[config.mk]
export PLATFORM = sky130hd
export DESIGN_NAME = gol_grid_reader_flat
export DESIGN_NICKNAME = d
export VERILOG_FILES = /design/src/rtl/gol_pkg.sv /design/src/rtl/gol_grid_reader_if.sv /design/src/rtl/gol_row_buffer.sv /design/src/rtl/gol_grid_reader.sv /design/src/flat_wrapper.sv
export SDC_FILE = /design/constraint.sdc
export NUM_CORES = 1
export LEC_CHECK = 0
export ABC_AREA = 1
export CORE_MARGIN = 3
export CORE_UTILIZATION = 56
export DETAILED_ROUTE_END_ITERATION = 7
export GPL_ROUTABILITY_DRIVEN = 0
export PLACE_DENSITY = 0.82
export SLEW_MARGIN = 20
export SYNTH_ARGS = -nofsm -noshare
export SYNTH_HDL_FRONTEND = slang
export SYNTH_SLANG_ARGS = --single-unit
[constraint.sdc]
create_clock -name clk -period 33.4 [get_ports clk]
set_clock_uncertainty 0.15 [all_clocks]
set_input_delay 6.68 -clock clk [delete_from_list [all_inputs] [get_ports clk]]
set_output_delay 6.68 -clock clk [all_outputs]
set_load 0.05 [all_outputs]
[src/rtl/gol_pkg.sv]
// Shared types and defaults for the Game of Life grid reader: pixel type,
// default geometry and colours, reader FSM states and an address-width helper.
package gol_pkg;

  localparam int DEF_WIDTH  = 640;
  localparam int DEF_HEIGHT = 480;

  typedef logic [11:0] pixel_t;

  localparam pixel_t DEF_ALIVE_COLOR = 12'hFFF;
  localparam pixel_t DEF_DEAD_COLOR  = 12'h000;

  typedef enum logic [1:0] {
    ST_IDLE,
    ST_FETCH,
    ST_STREAM
  } state_t;

  // A single-row grid still needs a one-bit row address port.
  function automatic int addr_width(input int depth);
    return (depth > 1) ? $clog2(depth) : 1;
  endfunction

endpackage

[src/rtl/gol_grid_reader_if.sv]
// Valid/ready pixel stream carrying one cell colour per beat with
// start-of-frame and end-of-line markers.
interface gol_grid_reader_if;
  import gol_pkg::*;

  logic   pix_valid;
  logic   pix_ready;
  pixel_t pix_data;
  logic   pix_sof;
  logic   pix_eol;

  modport master (
    output pix_valid,
    output pix_data,
    output pix_sof,
    output pix_eol,
    input  pix_ready
  );

  modport slave (
    input  pix_valid,
    input  pix_data,
    input  pix_sof,
    input  pix_eol,
    output pix_ready
  );

endinterface

[src/rtl/gol_row_buffer.sv]
// Two-entry row buffer: the front row feeds the pixel stage while the back
// row is filled from the read port; a swap promotes back to front.
module gol_row_buffer
  import gol_pkg::*;
#(
  parameter int WIDTH = DEF_WIDTH
) (
  input  logic             clk,
  input  logic             reset,
  input  logic             clear,
  input  logic             wr_en,
  input  logic [WIDTH-1:0] wr_data,
  input  logic             swap,
  output logic [WIDTH-1:0] front,
  output logic             front_full,
  output logic             back_full
);

  logic [WIDTH-1:0] back;
  logic             front_full_sw;
  logic             back_full_sw;
  logic             wr_front;
  logic             wr_back;

  // The swap is applied first, then the incoming row lands in whichever
  // slot is empty afterwards, so a late read still fills the front row.
  always_comb begin
    front_full_sw = swap ? back_full : front_full;
    back_full_sw  = swap ? 1'b0      : back_full;
    wr_front      = wr_en && !front_full_sw;
    wr_back       = wr_en &&  front_full_sw;
  end

  // NOTE: non-blocking assignments so every register updates from the same pre-edge values.
  always_ff @(posedge clk or posedge reset) begin
    if (reset) begin
      front_full <= 1'b0;
      back_full  <= 1'b0;
    end else if (clear) begin
      front_full <= 1'b0;
      back_full  <= 1'b0;
    end else begin
      front_full <= front_full_sw || wr_front;
      back_full  <= back_full_sw  || wr_back;
    end
  end

  // NOTE: row contents are not reset; the full flags alone decide whether they are meaningful.
  always_ff @(posedge clk) begin
    if (swap)     front <= back;
    if (wr_front) front <= wr_data;
    if (wr_back)  back  <= wr_data;
  end

endmodule

[src/rtl/gol_grid_reader.sv]
// Streams one grid generation as raster-ordered pixels: fetches rows over a
// one-cycle-latency read port, prefetches the next row, drives valid/ready.
module gol_grid_reader
  import gol_pkg::*;
#(
  parameter int     WIDTH       = DEF_WIDTH,
  parameter int     HEIGHT      = DEF_HEIGHT,
  parameter pixel_t ALIVE_COLOR = DEF_ALIVE_COLOR,
  parameter pixel_t DEAD_COLOR  = DEF_DEAD_COLOR
) (
  input  logic                          clk,
  input  logic                          reset,
  input  logic                          start,
  output logic                          busy,
  output logic                          row_rd_en,
  output logic [addr_width(HEIGHT)-1:0] row_addr,
  input  logic [WIDTH-1:0]              row_data,
  gol_grid_reader_if.master             pix,
  output logic                          frame_done
);

  localparam int X_W = $clog2(WIDTH);
  localparam int Y_W = addr_width(HEIGHT);

  state_t           state;
  state_t           state_nxt;
  logic [X_W-1:0]   x;
  logic [Y_W-1:0]   y;
  logic             rd_pending;
  logic             rd_en_nxt;
  logic [Y_W-1:0]   rd_addr_nxt;

  logic [WIDTH-1:0] front_row;
  logic             front_full;
  logic             back_full;
  logic             buf_clear;
  logic             buf_swap;

  logic             valid;
  logic             accept;
  logic             end_of_row;
  logic             last_row;
  logic             last_beat;

  assign valid      = (state == ST_STREAM) && front_full;
  assign accept     = valid && pix.pix_ready;
  assign end_of_row = (x == X_W'(WIDTH - 1));
  assign last_row   = (y == Y_W'(HEIGHT - 1));
  assign last_beat  = accept && end_of_row && last_row;
  assign buf_swap   = accept && end_of_row;
  assign buf_clear  = (state == ST_IDLE);
  assign busy       = (state != ST_IDLE);

  gol_row_buffer #(
    .WIDTH(WIDTH)
  ) u_row_buffer (
    .clk        (clk),
    .reset      (reset),
    .clear      (buf_clear),
    .wr_en      (rd_pending),
    .wr_data    (row_data),
    .swap       (buf_swap),
    .front      (front_row),
    .front_full (front_full),
    .back_full  (back_full)
  );

  // NOTE: every signal gets a default first so no path through the case infers a latch.
  always_comb begin
    state_nxt   = state;
    rd_en_nxt   = 1'b0;
    rd_addr_nxt = '0;
    unique case (state)
      ST_IDLE: begin
        if (start) begin
          state_nxt = ST_FETCH;
          rd_en_nxt = 1'b1;
        end
      end
      ST_FETCH: begin
        if (rd_pending) state_nxt = ST_STREAM;
      end
      ST_STREAM: begin
        if (last_beat) begin
          state_nxt = ST_IDLE;
        end else if (!back_full && !last_row && !row_rd_en && !rd_pending) begin
          // Only one read in flight; the next row goes wherever the buffer has room.
          rd_en_nxt   = 1'b1;
          rd_addr_nxt = y + 1'b1;
        end
      end
      default: state_nxt = ST_IDLE;
    endcase
  end

  always_ff @(posedge clk or posedge reset) begin
    if (reset) begin
      state      <= ST_IDLE;
      x          <= '0;
      y          <= '0;
      row_rd_en  <= 1'b0;
      row_addr   <= '0;
      rd_pending <= 1'b0;
      frame_done <= 1'b0;
    end else begin
      state      <= state_nxt;
      row_rd_en  <= rd_en_nxt;
      row_addr   <= rd_addr_nxt;
      rd_pending <= row_rd_en;
      frame_done <= last_beat;
      if (state == ST_IDLE && start) begin
        x <= '0;
        y <= '0;
      end else if (accept) begin
        if (end_of_row) begin
          x <= '0;
          y <= last_row ? '0 : y + 1'b1;
        end else begin
          x <= x + 1'b1;
        end
      end
    end
  end

  // Pixel stage: outputs derive only from registered state, so they hold while stalled.
  assign pix.pix_valid = valid;
  assign pix.pix_data  = valid ? (front_row[x] ? ALIVE_COLOR : DEAD_COLOR) : '0;
  assign pix.pix_sof   = valid && (x == '0) && (y == '0);
  assign pix.pix_eol   = valid && end_of_row;

endmodule

[src/flat_wrapper.sv]
// flat-port wrapper written by rule: the top's interface ports become plain ports
module gol_grid_reader_flat import gol_pkg::*;
#(
  parameter int     WIDTH       = DEF_WIDTH,
  parameter int     HEIGHT      = DEF_HEIGHT,
  parameter pixel_t ALIVE_COLOR = DEF_ALIVE_COLOR,
  parameter pixel_t DEAD_COLOR  = DEF_DEAD_COLOR
)
  (clk, reset, start, busy, row_rd_en, row_addr, row_data, frame_done, pix_pix_valid, pix_pix_data, pix_pix_sof, pix_pix_eol, pix_pix_ready);
  gol_grid_reader_if pix_i ();
  input  logic clk;
  input  logic reset;
  input  logic start;
  output logic busy;
  output logic row_rd_en;
  output logic [addr_width(HEIGHT)-1:0] row_addr;
  input  logic [WIDTH-1:0] row_data;
  output logic frame_done;
  output wire logic [$bits(pix_i.pix_valid)-1:0] pix_pix_valid;
  output wire logic [$bits(pix_i.pix_data)-1:0] pix_pix_data;
  output wire logic [$bits(pix_i.pix_sof)-1:0] pix_pix_sof;
  output wire logic [$bits(pix_i.pix_eol)-1:0] pix_pix_eol;
  input wire logic [$bits(pix_i.pix_ready)-1:0] pix_pix_ready;
  assign pix_pix_valid = pix_i.pix_valid;
  assign pix_pix_data = pix_i.pix_data;
  assign pix_pix_sof = pix_i.pix_sof;
  assign pix_pix_eol = pix_i.pix_eol;
  assign pix_i.pix_ready = pix_pix_ready;
  gol_grid_reader #(.WIDTH(WIDTH), .HEIGHT(HEIGHT), .ALIVE_COLOR(ALIVE_COLOR), .DEAD_COLOR(DEAD_COLOR)) u_core (.clk(clk), .reset(reset), .start(start), .busy(busy), .row_rd_en(row_rd_en), .row_addr(row_addr), .row_data(row_data), .pix(pix_i), .frame_done(frame_done));
endmodule
==> impl_metrics.json <==
{
  "synth_top_cell_area_share_pct": 68.5,
  "row_count": 115,
  "slowest_stage": "clkdlybuf4s50_1",
  "critPathBufInv": 3,
  "grt_pass1_vias": 34500,
  "ys_types": 36,
  "min_path_type": "register to register",
  "grt_max_degree": 203,
  "grt_use_total_pct": 27.3,
  "path_clk_slew_ps": 60,
  "fin_util_pct": 68.8,
  "seq_area_frac_synth_pct": 70.0,
  "rsz0062_at_grt": "no",
  "synthCells": 3621,
  "period_minus_slack_ps": 13180,
  "fmax_mhz": 75.9,
  "status": "complete, no violations",
  "post_cts_resized": 0,
  "num_vias": 33500,
  "core-area_sq_mm": 0.0989,
  "clk_latency_ps": 740,
  "r2r_start": "u_core.x[2]$_DFFE_PP0P_",
  "synthTopCellsByArea": "edfxtp_1, mux2_4, nand2_1, nand3_1, mux2_2",
  "max-cap-violations": 0,
  "cp.depth": 15,
  "yosys_warnings": 0,
  "r2r_setup_slack_ps": 25220,
  "synth_area_leader_cell": "edfxtp_1",
  "layout-drive-gt1-share_pct": 20.6,
  "slew_headroom_pct": 24.4,
  "cp-endpoint": "pix_pix_data[1]",
  "vias_per_cell": 5.91,
  "worstMarginPinSlew_ps": 1130,
  "antenna_found_initial": 30,
  "final_common_cell": "edfxtp_1",
  "worst-path-max-fanout": 192,
  "syn_avg_cell_area_sq_um": 15.5,
  "clockBufferDepth": 3,
  "cts_tree": "built",
  "critPathLaunch": "u_core.x[0]$_DFFE_PP0P_",
  "peakVddDrop_mv": 0.0738,
  "slew_violations": 0,
  "hold_buffers": 0,
  "slowest_delay_ps": 970,
  "startpoint_type": "register",
  "first_pass_iters": 8,
  "setup_tns_ps": 0,
  "power_leakage_nw": 25.4,
  "final_cell_mix": "edfxtp_1, clkdlybuf4s50_1, nand2_1",
  "required_ps": 26570,
  "drc": 0,
  "synth_nets": 4269,
  "post_cts_buffers": 0,
  "ioPinCount": 671,
  "final-hold-violation-count": 0,
  "crit_type": "register to output pin",
  "start_util_pct": 56.8,
  "grt-ovfl-total": 0,
  "placed_cells": 5399,
  "dieArea_sq_mm": 0.104,
  "stdcell_count": 5673,
  "critical_path.top_delay_family": "buffers and inverters",
  "die-height_microns": 323,
  "finalCritPeriodShare_pct": 39.5,
  "layout.nets": 4901,
  "io_buffers": 670,
  "endpoint_kind": "output pin",
  "finalSetupViolCount": 0,
  "cp_cell_sequence": "inv_8 > buf_12 > nand2_1 > nand3_1 > nand3_1 > nand3_1 > nand3_1 > nand2_1 > nor2_1 > nand2_1 > nand3_1 > nand3_1 > nand3_1 > a21oi_1 > clkdlybuf4s50_1",
  "dieWidth_microns": 323,
  "place_area_sq_mm": 0.0635,
  "reg2reg_to": "u_core.u_row_buffer.front[356]$_DFFE_PP_",
  "antenna_left": 0,
  "worst_path_most_repeated_cell": "nand3_1",
  "cts_max_level": 4,
  "hold_path_startpoint": "u_core.row_rd_en$_DFF_PP0_",
  "fin_area_sq_mm": 0.0680,
  "dp_hpwl_microns": 89300,
  "cts-root-buf": "clkbuf_16",
  "arrival_ps": 6350,
  "syn_to_final_growth_pct": 21.1,
  "synth_area_sq_mm": 0.0561,
  "cts_sinks": 1315,
  "grt_pass1_wl_microns": 211000,
  "rr_worst_depth": 12,
  "p_per_area_mw_per_mm2": 78.9,
  "cts_inserted_buffers": 136,
  "first_iter_violations": 4082,
  "ys_ff_latch": 1315,
  "wl_per_cell_microns": 25.7,
  "totalWireLength_microns": 146000
}
[cell usage after synthesis, drive strengths merged]
cell type  number
clkinv          1
and3b           1
nor2          111
nor3            8
edfxtp       1280
clkbuf         87
a211oi          2
o31ai           2
o22ai          44
o21ai          78
dfrtp          35
buf           131
nand2         663
nor4            3
xnor2           1
nand4           4
nor3b           2
and2            1
a31oi           2
mux2          640
ha              4
xor2            9
nand3         448
inv            40
a21oi          21
o211ai          3
[registers in the layout (all words and copies together), names as in the netlist]
name                            cells
u_core.state                        2
u_core.u_row_buffer.front         640
u_core.row_addr                     9
u_core.row_rd_en                    1
u_core.x                           10
u_core.u_row_buffer.front_full      1
u_core.frame_done                   1
u_core.u_row_buffer.back          640
u_core.y                            9
u_core.u_row_buffer.back_full       1
u_core.rd_pending                   1
[through the flow]
stage / power [mW] / setup slack [ps] / hold slack (ps)
2_1_floorplan: 3.86 / 8920 / 320
3_3_place_gp: 3.84 / 20350 / 258
3_5_place_dp: 3.90 / 20250 / 255
4_1_cts: 5.37 / 20230 / 268
5_1_grt: 5.57 / 19870 / 282
6_report: 5.36 / 20220 / 268
[where the power goes]
| part | switching [mW] | internal (mW) |
|---|---|---|
| logic | 0.771 | 0.645 |
| registers | 0.114 | 2.36 |
| clock network | 0.640 | 0.828 |
| total | 1.53 | 3.84 |
[area by class of cell]
class	count	area [sq um]
Multi-Input combinational cell	2047	15300
Clock buffer	173	3650
Inverter	41	169
Fill cell	6280	30900
Antenna cell	23	57.6
Sequential cell	1315	39300
Tap cell	1287	1610
Timing Repair Buffer	712	7170
Clock inverter	75	656
[layer usage]
layer | up-vias | track usage, % | wire, microns
met2 | 1738 | 45.3 | 72200
met4 | 18 | 12.3 | 6170
met3 | 369 | 5.47 | 12300
li1 | 14700 | - | -
met1 | 16700 | 34.9 | 54900
met5 | - | 0 | 112
[cell families (layout without fill, tap and decap cells)]
logic type               count (synthesis)  count (layout)  synth area share, %
AO/OA/AOI/OAI                          152             152                 1.51
XOR/XNOR                                10              10                0.156
adder cells (fa/ha/maj)                  4               4               0.0892
buffers and inverters                  259            1001                 2.70
flip-flops                            1315            1315                 70.0
multiplexers                           640             640                 16.1
other                                    0              23                    0
AND/OR/NAND/NOR                       1241            1241                 9.41
[how the worst min path moves through the flow]
| stage | slack (ps) | depth (start not counted) | endpoint |
|---|---|---|---|
| global route | 280 | 0 | u_core.rd_pending$_DFF_PP0_ |
| detailed placement | 260 | 0 | u_core.rd_pending$_DFF_PP0_ |
| floorplan | 320 | 1 | u_core.row_addr[0]$_DFF_PP0_ |
| CTS | 270 | 0 | u_core.rd_pending$_DFF_PP0_ |
| global placement | 260 | 0 | u_core.rd_pending$_DFF_PP0_ |
| finish | 270 | 0 | u_core.rd_pending$_DFF_PP0_ |
[worst register-to-register path, delay by kind of cell, from the launching register on]
family,cells,cell delay [ps]
simple gates,6,2530
compound gates,1,300
buf+inv,5,3860
flops,1,910
Note: power is estimated with default switching activity, not from simulation.
